===== config.mk =====
export PLATFORM = sky130hd
export DESIGN_NAME = y86_fetch
export DESIGN_NICKNAME = d
export VERILOG_FILES = /design/src/rtl/y86_pkg.sv /design/src/rtl/y86_instr_len.sv /design/src/rtl/y86_fetch.sv
export SDC_FILE = /design/constraint.sdc
export NUM_CORES = 1
export LEC_CHECK = 0
export ABC_CLOCK_PERIOD_IN_PS = 3700
export CORE_UTILIZATION = 33
export CTS_CLUSTER_DIAMETER = 60
export CTS_CLUSTER_SIZE = 12
export DETAILED_ROUTE_END_ITERATION = 16
export PLACE_DENSITY = 0.63
export SYNTH_ARGS = -nofsm -noshare
export SYNTH_HDL_FRONTEND = slang
export SYNTH_SLANG_ARGS = --single-unit

===== constraint.sdc =====
create_clock -name clk -period 3.7 [get_ports clk]
set_input_delay 0.37 -clock clk [delete_from_list [all_inputs] [get_ports clk]]
set_output_delay 0.37 -clock clk [all_outputs]
set_load 0.03 [all_outputs]

===== src/rtl/y86_pkg.sv =====
// Shared definitions for the Y86-64 fetch stage: opcodes, FSM states, register sentinel.
package y86_pkg;

  localparam logic [3:0] I_HALT   = 4'h0;
  localparam logic [3:0] I_NOP    = 4'h1;
  localparam logic [3:0] I_RRMOVQ = 4'h2;
  localparam logic [3:0] I_IRMOVQ = 4'h3;
  localparam logic [3:0] I_RMMOVQ = 4'h4;
  localparam logic [3:0] I_MRMOVQ = 4'h5;
  localparam logic [3:0] I_OPQ    = 4'h6;
  localparam logic [3:0] I_JXX    = 4'h7;
  localparam logic [3:0] I_CALL   = 4'h8;
  localparam logic [3:0] I_RET    = 4'h9;
  localparam logic [3:0] I_PUSHQ  = 4'hA;
  localparam logic [3:0] I_POPQ   = 4'hB;

  localparam logic [3:0] REG_NONE = 4'hF;

  typedef enum logic [2:0] {
    FETCH_OP,
    FETCH_REG,
    FETCH_CONST,
    DONE,
    WAIT_PC,
    HALTED
  } fetch_state_t;

endpackage


===== src/rtl/y86_instr_len.sv =====
// Opcode classifier: instruction length and which optional fields follow the opcode byte.
module y86_instr_len
  import y86_pkg::*;
(
  input  logic [3:0] icode,
  output logic [3:0] len,
  output logic       need_regids,
  output logic       need_valC,
  output logic       instr_err
);

  // Pure lookup on the opcode nibble; unknown opcodes are one byte long and flagged.
  always_comb begin
    len         = 4'd1;
    need_regids = 1'b0;
    need_valC   = 1'b0;
    instr_err   = 1'b0;
    case (icode)
      I_HALT, I_NOP, I_RET: len = 4'd1;
      I_RRMOVQ, I_OPQ, I_PUSHQ, I_POPQ: begin
        len         = 4'd2;
        need_regids = 1'b1;
      end
      I_JXX, I_CALL: begin
        len       = 4'd9;
        need_valC = 1'b1;
      end
      I_IRMOVQ, I_RMMOVQ, I_MRMOVQ: begin
        len         = 4'd10;
        need_regids = 1'b1;
        need_valC   = 1'b1;
      end
      default: instr_err = 1'b1;
    endcase
  end

endmodule


===== src/rtl/y86_fetch.sv =====
// Byte-serial Y86-64 fetch stage: walks an instruction out of byte memory, hands it
// to decode, then waits for the next PC from the PC-update stage.
module y86_fetch
  import y86_pkg::*;
#(
  parameter logic [63:0] RESET_PC = 64'd0
) (
  input  logic        clk,
  input  logic        rst,
  input  logic [63:0] pcnxt,
  input  logic        pc_load,
  output logic        mem_req,
  output logic [63:0] mem_addr,
  input  logic        mem_ack,
  input  logic [7:0]  mem_rdata,
  input  logic        mem_err,
  output logic        out_valid,
  input  logic        out_ready,
  output logic [3:0]  icode,
  output logic [3:0]  ifun,
  output logic [3:0]  rA,
  output logic [3:0]  rB,
  output logic [63:0] valC,
  output logic [63:0] valP,
  output logic [63:0] pc,
  output logic        instr_err,
  output logic        imem_err
);

  fetch_state_t state;
  logic [3:0]   byte_cnt;
  logic [2:0]   const_idx;

  logic [3:0]   cls_icode;
  logic [3:0]   il_len;
  logic         il_need_reg;
  logic         il_need_c;
  logic         il_err;

  // While the opcode byte is arriving classify it directly; afterwards use the captured opcode.
  assign cls_icode = (state == FETCH_OP) ? mem_rdata[7:4] : icode;

  y86_instr_len u_len (
    .icode       (cls_icode),
    .len         (il_len),
    .need_regids (il_need_reg),
    .need_valC   (il_need_c),
    .instr_err   (il_err)
  );

  // Request is dropped during reset so an in-flight read is abandoned immediately.
  assign mem_req   = !rst && (state == FETCH_OP || state == FETCH_REG || state == FETCH_CONST);
  assign mem_addr  = pc + {60'd0, byte_cnt};
  assign out_valid = (state == DONE);

  // Fetch FSM, PC register and instruction field capture.
  always_ff @(posedge clk) begin
    if (rst) begin
      state     <= FETCH_OP;
      pc        <= RESET_PC;
      byte_cnt  <= 4'd0;
      const_idx <= 3'd0;
      icode     <= 4'd0;
      ifun      <= 4'd0;
      rA        <= REG_NONE;
      rB        <= REG_NONE;
      valC      <= 64'd0;
      valP      <= 64'd0;
      instr_err <= 1'b0;
      imem_err  <= 1'b0;
    end else begin
      case (state)
        FETCH_OP: if (mem_ack) begin
          if (mem_err) begin
            imem_err <= 1'b1;
            valP     <= pc;
            state    <= DONE;
          end else begin
            icode     <= mem_rdata[7:4];
            ifun      <= mem_rdata[3:0];
            instr_err <= il_err;
            valP      <= pc + {60'd0, il_len};
            byte_cnt  <= 4'd1;
            const_idx <= 3'd0;
            state     <= il_need_reg ? FETCH_REG : (il_need_c ? FETCH_CONST : DONE);
          end
        end
        FETCH_REG: if (mem_ack) begin
          if (mem_err) begin
            imem_err <= 1'b1;
            valP     <= pc;
            state    <= DONE;
          end else begin
            rA       <= mem_rdata[7:4];
            rB       <= mem_rdata[3:0];
            byte_cnt <= byte_cnt + 4'd1;
            state    <= il_need_c ? FETCH_CONST : DONE;
          end
        end
        FETCH_CONST: if (mem_ack) begin
          if (mem_err) begin
            imem_err <= 1'b1;
            valP     <= pc;
            state    <= DONE;
          end else begin
            valC[{const_idx, 3'b000} +: 8] <= mem_rdata;
            const_idx <= const_idx + 3'd1;
            byte_cnt  <= byte_cnt + 4'd1;
            if (const_idx == 3'd7) state <= DONE;
          end
        end
        DONE: if (out_ready) begin
          if (icode == I_HALT || instr_err || imem_err) begin
            state <= HALTED;
          end else if (pc_load) begin
            pc        <= pcnxt;
            byte_cnt  <= 4'd0;
            icode     <= 4'd0;
            ifun      <= 4'd0;
            rA        <= REG_NONE;
            rB        <= REG_NONE;
            valC      <= 64'd0;
            instr_err <= 1'b0;
            imem_err  <= 1'b0;
            state     <= FETCH_OP;
          end else begin
            state <= WAIT_PC;
          end
        end
        WAIT_PC: if (pc_load) begin
          pc        <= pcnxt;
          byte_cnt  <= 4'd0;
          icode     <= 4'd0;
          ifun      <= 4'd0;
          rA        <= REG_NONE;
          rB        <= REG_NONE;
          valC      <= 64'd0;
          instr_err <= 1'b0;
          imem_err  <= 1'b0;
          state     <= FETCH_OP;
        end
        default: ;
      endcase
    end
  end

endmodule


# Word level (Yosys, flattened, before mapping)
# Cells that the tools add are included.
[op_classes] n_addsub=5 muxes=80 eq_ne=31 n_bitwise=0 n_reduce_logical=35 multipliers=0 div_mod_pow=0 order_cmp=0 shifts=2
[op_table] cell="2-to-1 mux 64 bit" n=12
[op_table] cell="one-hot mux 64 bit (2 select lines)" n=2
[op_table] cell="one-hot mux 64 bit (3 select lines)" n=1
[op_table] cell="adder 64 x 4 -> 64 bit" n=2
[op_table] cell="2-to-1 mux 4 bit" n=24
[op_table] cell="bitwise mux 64 bit" n=1
[op_table] cell="variable shift 8 x 8 -> 64 bit, first input constant" n=1
[op_table] cell="variable part select 8 x 8 -> 64 bit" n=1
[op_table] cell="one-hot mux 4 bit (3 select lines)" n=5
[op_table] cell="2-to-1 mux 3 bit" n=15
[op_table] cell="AND reduction 5 bit" n=5
[op_table] cell="!= test 2 bit, second input constant" n=9
[op_table] cell="equality test 4 x 3 -> 1 bit, second input constant" n=4
[op_table] cell="equality test 4 bit, second input constant" n=4
[op_table] cell="one-hot mux 4 bit (4 select lines)" n=1
[op_table] cell="2-to-1 mux 1 bit" n=15
[op_table] cell="one-hot mux 3 bit (5 select lines)" n=1
[op_table] cell="AND reduction 7 bit" n=2
[op_table] cell="nonzero test 3 bit" n=4
[op_table] cell="OR reduction 12 bit" n=1
[op_table] cell="!= test 2 x 1 -> 1 bit, second input constant" n=5
[op_table] cell="equality test 4 x 2 -> 1 bit, second input constant" n=2
[op_table] cell="zero test 4 bit" n=2
[op_table] cell="negation 6 -> 8 bit" n=1
[op_table] cell="other kinds (23)" n=33
[word_totals] output_inout_bits=276 latchBits=0 in_bits=78 n_memories=0 ram_bits=0 mem_bits_ro=0 register_bits=220 wordCells=165

# Depth between registers and ports, before layout
# Gate-level depths: netlist of the first run.
[logic_depth] word_depth=10 mapped_depth=15 ltp_nobuf=11

# Hierarchy
# From an unflattened synthesis of the first run, not the netlist that was laid out.
[unflattened] cells_unflattened=1385 area_unflattened_um2=11293.3
[by_module_without_submodules] module="y86_fetch" seq_area_each_um2=4404.2 area_each_um2=11188.2 cells_per_inst=1372 n_inst=1
[by_module_without_submodules] module="y86_instr_len" seq_area_each_um2=0.0 area_each_um2=105.1 cells_per_inst=13 n_inst=1

# Least setup slack after synthesis of the first run
# Ideal clock, no wire load.
[synth_path] kind="reg-to-reg" from="register state[1]" to="register valP[28]" n_path_buf=3 arrival_time_ns=3.520 path_slack_ns=0.089 t_required_ns=3.609 path_stages_with_launch=15 setup_ns=0.091 synth_period_minus_slack_ns=3.611 cell_sequence="dfxtp_1 > clkbuf_1 > clkbuf_1 > nor3_1 > a211oi_1 > a21oi_1 > ha_1 > inv_1 > fa_1 > and3b_1 > o221ai_1 > or3_1 > clkbuf_1 > or4_1 > a311oi_1"
[synth_between] elab_chain_len=9 word_cells_on_any_way=27 cone_classes="add/sub (1); eq/ne (14); mux (5); reduce/logical (7)"
[synth_lines] item="from (decl)" line_no="y86_fetch.sv:30" text="fetch_state_t state;"
[synth_lines] item="from (signal assigned)" line_no="y86_fetch.sv:85" text="state <= il_need_reg ? FETCH_REG : (il_need_c ? FETCH_CONST : DONE);"
[synth_lines] item="from (signal assigned)" line_no="y86_fetch.sv:97" text="state <= il_need_c ? FETCH_CONST : DONE;"
[synth_lines] item="zero test 3 bit" line_no="y86_fetch.sv:41, y86_fetch.sv:72"
[synth_lines] item="2-to-1 mux 4 bit" line_no="y86_fetch.sv:41" text="assign cls_icode = (state == FETCH_OP) ? mem_rdata[7:4] : icode;"
[synth_lines] item="equality test 4 x 2 -> 1 bit (tied with other cells)" line_no="y86_instr_len.sv:18" text="case (icode)"
[synth_lines] item="OR reduction 4 bit (tied with other cells)"
[synth_lines] item="one-hot mux 4 bit (3 select lines)" line_no="y86_instr_len.sv:18"
[synth_lines] item="adder 64 x 4 -> 64 bit" line_no="y86_fetch.sv:82" text="valP <= pc + {60'd0, il_len};"
[synth_lines] item="2-to-1 mux 64 bit" line_no="y86_fetch.sv:74" text="if (mem_err) begin"
[synth_lines] item="2-to-1 mux 64 bit" line_no="y86_fetch.sv:73" text="FETCH_OP: if (mem_ack) begin"
[synth_lines] item="one-hot mux 64 bit (2 select lines)" line_no="y86_fetch.sv:72" text="case (state)"
[synth_lines] item="to (signal assigned)" line_no="y86_fetch.sv:76" text="valP <= pc;"
[synth_lines] item="to (signal assigned)" line_no="y86_fetch.sv:82"
[synth_lines] item="to (signal assigned)" line_no="y86_fetch.sv:91" text="valP <= pc;"
[synth_lines] item="to (decl)" line_no="y86_fetch.sv:24" text="output logic [63:0] valP,"
# Several ways; a longest one is shown, not always the timed one. The select of a mux whose other input is x is not followed.
# A chain may end at the register's enable or synchronous reset.

# Worst setup path in the final report of the first run
[layout_path] from="register pc[31]" to="output mem_addr[46]"
[layout_between] elab_chain_len=1
[layout_lines] item="from (decl)" line_no="y86_fetch.sv:25" text="output logic [63:0] pc,"
[layout_lines] item="from (signal assigned)" line_no="y86_fetch.sv:116" text="pc <= pcnxt;"
[layout_lines] item="from (signal assigned)" line_no="y86_fetch.sv:131" text="pc <= pcnxt;"
[layout_lines] item="adder 64 x 4 -> 64 bit" line_no="y86_fetch.sv:53" text="assign mem_addr = pc + {60'd0, byte_cnt};"
[layout_lines] item="to (decl)" line_no="y86_fetch.sv:13" text="output logic [63:0] mem_addr,"
# No other way between the ends.

==> reports/metrics.yaml, run 1 <==
run_status:
  outcome: "finished clean"
synthesis:
  ys_seq_area_frac: 0.396
  synth_fa_ha_area_frac: 0.0171
  synth_edf_count: 0
  synth_compound_area_frac: 0.204
  synth_top_family_by_area: "simple AND/OR/NAND/NOR gates"
  synth-async-reset-ratio: 0
  synth-simple-area-share: 0.257
  syn_inst: 1350
  ys_types: 70
  synth_warnings: 0
  syn_area_sq_um: 11100
  synth_mux_area_frac: 0.00641
  ys.flop_type: "dfxtp_1"
  syn_avg_cell_area_sq_um: 8.25
  syn-num-nets: 1442
  synth_xor_area_frac: 0.0708
  ys_ff_latch: 220
clock_network:
  numClockSinks: 220
  cts.reportedPaths.clkPinSlew_ns: 0.07
  clkLatencyLatePin_ns: 0.54
  clock_path_buffers: 3
  numCtsBuffers: 27
  cts_tree: "built"
  htree_levels: 1
  root_buffer: "clkbuf_16"
power_and_ir_drop:
  p_sw_mw: 3.05
  swShare: 0.360
  comb_power_share: 0.328
  max-vdd-ir-drop_v: 0.000451
  p_leak_nw: 6.04
  p_int_mw: 5.41
  power.share.sequential: 0.341
  pwr-share-clk: 0.331
  powerDensity_nw_per_um2: 512
min_path:
  worstHoldPathType: "in2reg"
setup_path:
  critical_path.max_fanout: 8
  endpoint_kind: "primary output"
  critPathTopFamily: "simple AND/OR/NAND/NOR gates"
  setup.worst_path.class: "reg2out"
  cp.required_ns: 3.33
  cp.arrival_ns: 3.27
  path_cells: "buf_4 -> nand4_1 -> nor4_1 -> nand3_1 -> nor3_1 -> xor2_1 -> dlygate4sd2_1"
  crit_buf_inv: 2
  slowest_delay_ns: 0.62
  crit_path_start_kind: "flop"
  critPathSlowestCell: "nor4_1"
grt:
  grt_pass1_wl_mm: 68.6
  grt_use_total: 0.261
  grt_max_degree: 126
  grt_use_met3: 0.0577
  first_global_vias: 11210
  met1_usage: 0.343
  grt_overflow: 0
  antenna_found_initial: 3
  grtUsageMet2: 0.427
  grt_most_used_layer: "met2"
floorplanning:
  std_cell_rows: 66
  dieWidth_um: 186
  dieArea_sq_um: 34500
  ios: 354
  start_util: 0.339
  die_h_um: 186
  core_sq_um: 32900
drt:
  wl_per_cell_um: 21.5
  antenna_left: 0
  via_count: 11949
  drc: 0
  drt_iter0_drc: 910
  routed_wl_mm: 46.7
  dr.pass1.iters: 7
  vias_per_cell: 5.51
sta:
  hold_viol: 0
  finalHoldWorstSlack_ns: 0.270
  setup_viol: 0
  worst_pin_slew_ns: 0.849
  rsz0062_at_grt: "true"
  clock_skew_ns: 0.0176
  fmax_ghz: 0.275
  fin_crit_sh: 0.983
  final_max_slew_viol_count: 0
  fin_crit_ns: 3.64
  max_slew_margin: 0.434
cells_and_area:
  n_fill_cell: 3187
  area_growth_pct: 48.4
  fin_area_sq_um: 16500
  nets: 1805
  multi_input_area_sq_um: 6280
  drive_gt1_frac: 0.109
  register_area_sq_um: 4410
placed_design:
  placed_cell_area_sq_um: 15500
  io_buffer_count: 353
  hpwlAfterDp_mm: 35.5
  globalplace.congestion: 0.990
flow_run:
  drv_cap: 0
-- registers in the layout, indices dropped and copies added (netlist names) --
signal,cells
state,3
instr_err,1
pc,64
valC,64
const_idx,3
rB,4
byte_cnt,4
valP,64
icode,4
rA,4
ifun,4
imem_err,1
-- metal layers --
metal	up-vias	part of all wire	routed length [um]
li1	5662	-	-
met1	5682	0.43	19900
met2	538	0.46	21500
met3	63	0.087	4090
met4	4	0.026	1200
met5	-	0.00054	25
-- through the flow --
stage | power (mW) | util | setup slack [ns] | std cells | setup TNS [ns]
floorplan | 4.50 | - | 0.0893 | 1350 | 0
global placement | 5.69 | 0.473 | -0.0397 | 2124 | -0.225
detailed placement | 5.71 | 0.473 | -0.141 | 2124 | -0.935
CTS | 8.49 | 0.500 | -0.0174 | 2167 | -0.0174
global route | 8.82 | 0.503 | -0.0888 | 2170 | -0.0888
finish | 8.46 | 0.503 | 0.0640 | 2170 | 0
-- cell usage after synthesis, types with 10 or more instances --
cell type / count / area, sq um
clkbuf_1: 82 / 308
nand3_1: 38 / 190
nor3_1: 47 / 235
o31ai_1: 21 / 158
or4_1: 26 / 195
nor3b_1: 10 / 75.1
a311oi_1: 36 / 315
buf_1: 10 / 37.5
nand2_1: 185 / 694
xnor2_1: 38 / 333
o21ai_0: 15 / 75.1
xor2_1: 52 / 455
buf_2: 25 / 125
or3_1: 28 / 175
dfxtp_1: 220 / 4400
a21oi_1: 82 / 410
nor4_1: 20 / 125
o2bb2ai_1: 55 / 482
ha_1: 12 / 150
a211oi_1: 29 / 218
inv_1: 15 / 56.3
nand4_1: 38 / 238
nor2_1: 118 / 443
-- power by group through the flow --
| stage | clock (mW) | sequential, mW | combinational, mW |
|---|---|---|---|
| floorplan | 0 | 3.29 | 1.21 |
| global placement | 0 | 2.92 | 2.76 |
| detailed placement | 0 | 2.93 | 2.79 |
| CTS | 2.84 | 2.88 | 2.78 |
| global route | 2.94 | 2.91 | 2.97 |
| finish | 2.80 | 2.89 | 2.77 |
-- kinds of logic after synthesis --
logic type,Yosys count
DFF,220
xor gates and xnor gates,90
adders and majority gates,14
and+or+nand+nor,570
AOI/OAI and AO/OA,314
muxes,7
buffers and inverters,135
-- layout make-up --
class | instances | share of cell area
clock buffer | 30 | 0.0428
antenna | 1 | 0.000151
inverter | 16 | 0.00363
tap | 442 | 0.0335
sequential | 220 | 0.267
timing repair buffer | 453 | 0.260
clock inverter | 13 | 0.0129
multi-input combinational | 995 | 0.380
-- cell usage in the layout, fill, tap and decap left out, types with 38 or more instances in the layout --
master and instances:
clkdlybuf4s50_1 309, dfxtp_1 215, nand2_1 185, nor2_1 118, buf_4 99, a21oi_1 82, o2bb2ai_1 55, xor2_1 52
nor3_1 43, nand4_1 38
-- final timing paths --
check	start	endpoint	slack, ns	cells after the start
max	pc[31]$_SDFFE_PP0P_	mem_addr[46]	0.06	7
min	rst	state[2]$_SDFFE_PP0P_	0.27	2
max reg2reg	icode[1]$_SDFFE_PP0P_	valP[40]$_SDFFE_PP0P_	0.41	10
min reg2reg	valP[3]$_SDFFE_PP0P_	valP[3]$_SDFFE_PP0P_	0.46	2
-- repair_timing --
| item | in CTS | in global routing |
|---|---|---|
| gates resized for setup | 42 | 38 |
| pin swaps | 0 | 2 |
| endpoints found under the setup margin | 46 | 40 |
| buffers inserted | 0 | 2 |
| hold buffers | 0 | 0 |
| gates cloned | 0 | 0 |
(Power assumes the default switching activity.)
==> run 2, diff against run 1 <==
--- a/config.mk
+++ b/config.mk
@@ -6,11 +6,11 @@
 export NUM_CORES = 1
 export LEC_CHECK = 0
 export ABC_CLOCK_PERIOD_IN_PS = 3700
-export CORE_UTILIZATION = 33
+export CORE_UTILIZATION = 43
 export CTS_CLUSTER_DIAMETER = 60
 export CTS_CLUSTER_SIZE = 12
 export DETAILED_ROUTE_END_ITERATION = 16
-export PLACE_DENSITY = 0.63
+export PLACE_DENSITY = 0.78
 export SYNTH_ARGS = -nofsm -noshare
 export SYNTH_HDL_FRONTEND = slang
 export SYNTH_SLANG_ARGS = --single-unit
==> run 2 against run 1 <==
Cell area down 1.6%. Core utilization increased by 14 points. Non-clock buffer count is 3 higher. Count of clock-buffer cells in the layout is 1 lower. Critical path depth did not move. First-iteration DRC count up 48%. Routed wire length is 5.3% lower. Clock skew rose by 0.00068 ns. Combinational power hardly changed. Largest power group unchanged.
==> reports/metrics.yaml, run 2 (synthesis results as in run 1) <==
power_and_ir_drop:
  swShare: 0.367  # +0.00659
  pwr-share-clk: 0.306  # -0.025
  p_sw_mw: 2.97  # -2.5%
  p_int_mw: 5.13  # -5.2%
  p_leak_nw: 5.97  # -1.2%
  max-vdd-ir-drop_v: 0.000416  # -7.6%
  power.share.sequential: 0.355  # +0.014
  powerDensity_nw_per_um2: 498  # -2.6%
  comb_power_share: 0.339  # +0.011
clock_network:
  root_buffer: "clkbuf_16"
  numClockSinks: 220  # unchanged
  numCtsBuffers: 25  # -7.4%
  clkLatencyLatePin_ns: 0.54  # about the same
  htree_levels: 1  # unchanged
  cts.reportedPaths.clkPinSlew_ns: 0.06  # about the same
  clock_path_buffers: 3  # unchanged
  cts_tree: "built"
floorplanning:
  std_cell_rows: 58  # -12%
  dieArea_sq_um: 26500  # -23%
  die_h_um: 163  # -12%
  start_util: 0.441  # +0.102
  dieWidth_um: 163  # -12%
  ios: 354  # unchanged
  core_sq_um: 25300  # -23%
cells_and_area:
  stdcell_count: 2056  # -5.3%
  multi_input_area_sq_um: 6250  # -0.50%
  final_common_cell: "clkdlybuf4s50_1"
  drive_gt1_frac: 0.107  # -0.00271
  top_regs: "pc x64, valC x64, valP x64"
  register_area_sq_um: 4410  # about the same
  most-common-layout-cells: "clkdlybuf4s50_1 (307), dfxtp_1 (212), nand2_1 (184)"
  nets: 1806  # +0.055%
  fin_area_sq_um: 16300  # -1.6%
  area_growth_pct: 46.0
  n_fill_cell: 2156  # -32%
grt:
  grtUsageMet2: 0.525  # +0.0986
  grt_max_degree: 126  # unchanged
  antenna_found_initial: 2  # -1
  grt_pass1_wl_mm: 66.4  # -3.2%
  grt_most_used_layer: "met2"
  grt_use_total: 0.323  # +0.0619
  grt_overflow: 0  # unchanged
  met1_usage: 0.412  # +0.0690
  first_global_vias: 11401  # +1.7%
  grt_use_met3: 0.0797  # +0.0220
drt:
  via_count: 12184  # +2.0%
  vias_per_cell: 5.93  # +7.6%
  routed_wl_mm: 44.2  # -5.3%
  wl_per_cell_um: 21.5  # about the same
  antenna_left: 0  # unchanged
  drc: 0  # unchanged
  drt_iter0_drc: 1343  # +48%
  dr.pass1.iters: 7  # unchanged
setup_path:
  critPathSlowestCell: "or4_1"
  cp.required_ns: 3.33  # about the same
  setup.worst_path.class: "reg2out"
  cp.arrival_ns: 3.25  # -0.02 ns
  crit_path_start_kind: "flop"
  critPathTopFamily: "simple AND/OR/NAND/NOR gates"
  endpoint_kind: "primary output"
  crit_buf_inv: 2  # unchanged
  critical_path.max_fanout: 5  # -3
  path_cells: "nand4_1 -> or4_1 -> buf_4 -> or3b_1 -> nor2_1 -> xor2_1 -> clkdlybuf4s15_1"
  slowest_delay_ns: 0.59  # -0.03 ns
run_status:
  outcome: "finished clean"
min_path:
  worstHoldPathType: "in2reg"
sta:
  setup_tns_ns: 0  # unchanged
  max_slew_margin: 0.428  # -0.00607
  clock_skew_ns: 0.0182  # +0.000678 ns
  fmax_ghz: 0.276  # +0.39%
  final_max_slew_viol_count: 0  # unchanged
  setup_viol: 0  # unchanged
  fin_crit_sh: 0.979  # -0.00383
  fin_crit_ns: 3.62  # -0.0142 ns
  worst_pin_slew_ns: 0.847  # -0.00198 ns
  hold_viol: 0  # unchanged
placed_design:
  dp_cells: 2010  # -5.4%
  io_buffer_count: 353  # unchanged
  globalplace.congestion: 1.02  # +2.6%
  placed_cell_area_sq_um: 15400  # -0.94%
  hpwlAfterDp_mm: 33.0  # -7.0%
flow_run:
  drv_cap: 0  # unchanged
-- run 2: cell count changes in the layout (fill, tap and decap cells not counted), moves of 3 or more --
cell	previous run	this run
inv_6	4	1
nor3_2	4	0
dfxtp_2	5	8
dfxtp_1	215	212
nor3_1	43	47
buf_4	99	103
clkbuf_1	1	4
-- run 2: layout make-up --
cell class	count	area share
sequential	220	0.272
tap	330	0.0254
antenna	2	0.000308
clock buffer	29	0.0394
inverter	16	0.00370
multi-input combinational	995	0.385
clock inverter	8	0.00901
timing repair buffer	456	0.266
-- run 2: worst paths after layout --
path | start | end | slack, ns | cells past startpoint
min | rst | const_idx[0]$_SDFFE_PP0P_ | 0.32 | 2
min reg2reg | valP[1]$_SDFFE_PP0P_ | valP[1]$_SDFFE_PP0P_ | 0.46 | 2
max | pc[32]$_SDFFE_PP0P_ | mem_addr[53] | 0.08 | 7
max reg2reg | icode[0]$_SDFFE_PP0P_ | valP[28]$_SDFFE_PP0P_ | 0.45 | 12
-- run 2: per-stage QoR --
stage | hold WS (ns) | setup WS (ns) | power (mW) | utilization
global route | 0.339 | -0.0391 | 8.42 | 0.643
detailed placement | 0.445 | -0.0747 | 5.66 | 0.609
global placement | 0.443 | -0.0308 | 5.62 | 0.609
finish | 0.321 | 0.0782 | 8.10 | 0.643
floorplan | 0.461 | 0.0893 | 4.50 | -
CTS | 0.314 | -0.168 | 8.09 | 0.640
-- run 2: power groups by stage --
stage | registers [mW] | clock network (mW) | logic (mW)
2_1_floorplan | 3.29 | 0 | 1.21
3_3_place_gp | 2.91 | 0 | 2.71
3_5_place_dp | 2.92 | 0 | 2.75
4_1_cts | 2.87 | 2.49 | 2.73
5_1_grt | 2.90 | 2.59 | 2.93
6_report | 2.88 | 2.48 | 2.75
-- run 2: what timing repair did --
action | in CTS | in global routing
buffers inserted | 3 | 4
resized for setup | 42 | 41
hold buffers | 0 | 0
pin swaps | 1 | 2
gates cloned | 0 | 0
setup endpoints to repair | 41 | 40
-- run 2: metal layers --
metal,share of wire,up-vias
li1,-,5654
met1,0.40,5763
met2,0.46,652
met3,0.10,113
met4,0.040,2
met5,0.00029,-
==> run 3, diff against run 2 <==
--- a/config.mk
+++ b/config.mk
@@ -10,6 +10,7 @@
 export CTS_CLUSTER_DIAMETER = 60
 export CTS_CLUSTER_SIZE = 12
 export DETAILED_ROUTE_END_ITERATION = 16
+export GPL_TIMING_DRIVEN = 1
 export PLACE_DENSITY = 0.78
 export SYNTH_ARGS = -nofsm -noshare
 export SYNTH_HDL_FRONTEND = slang
==> results of run 3 <==
The final DEF is identical to that of run 2; final timing and power are the same.
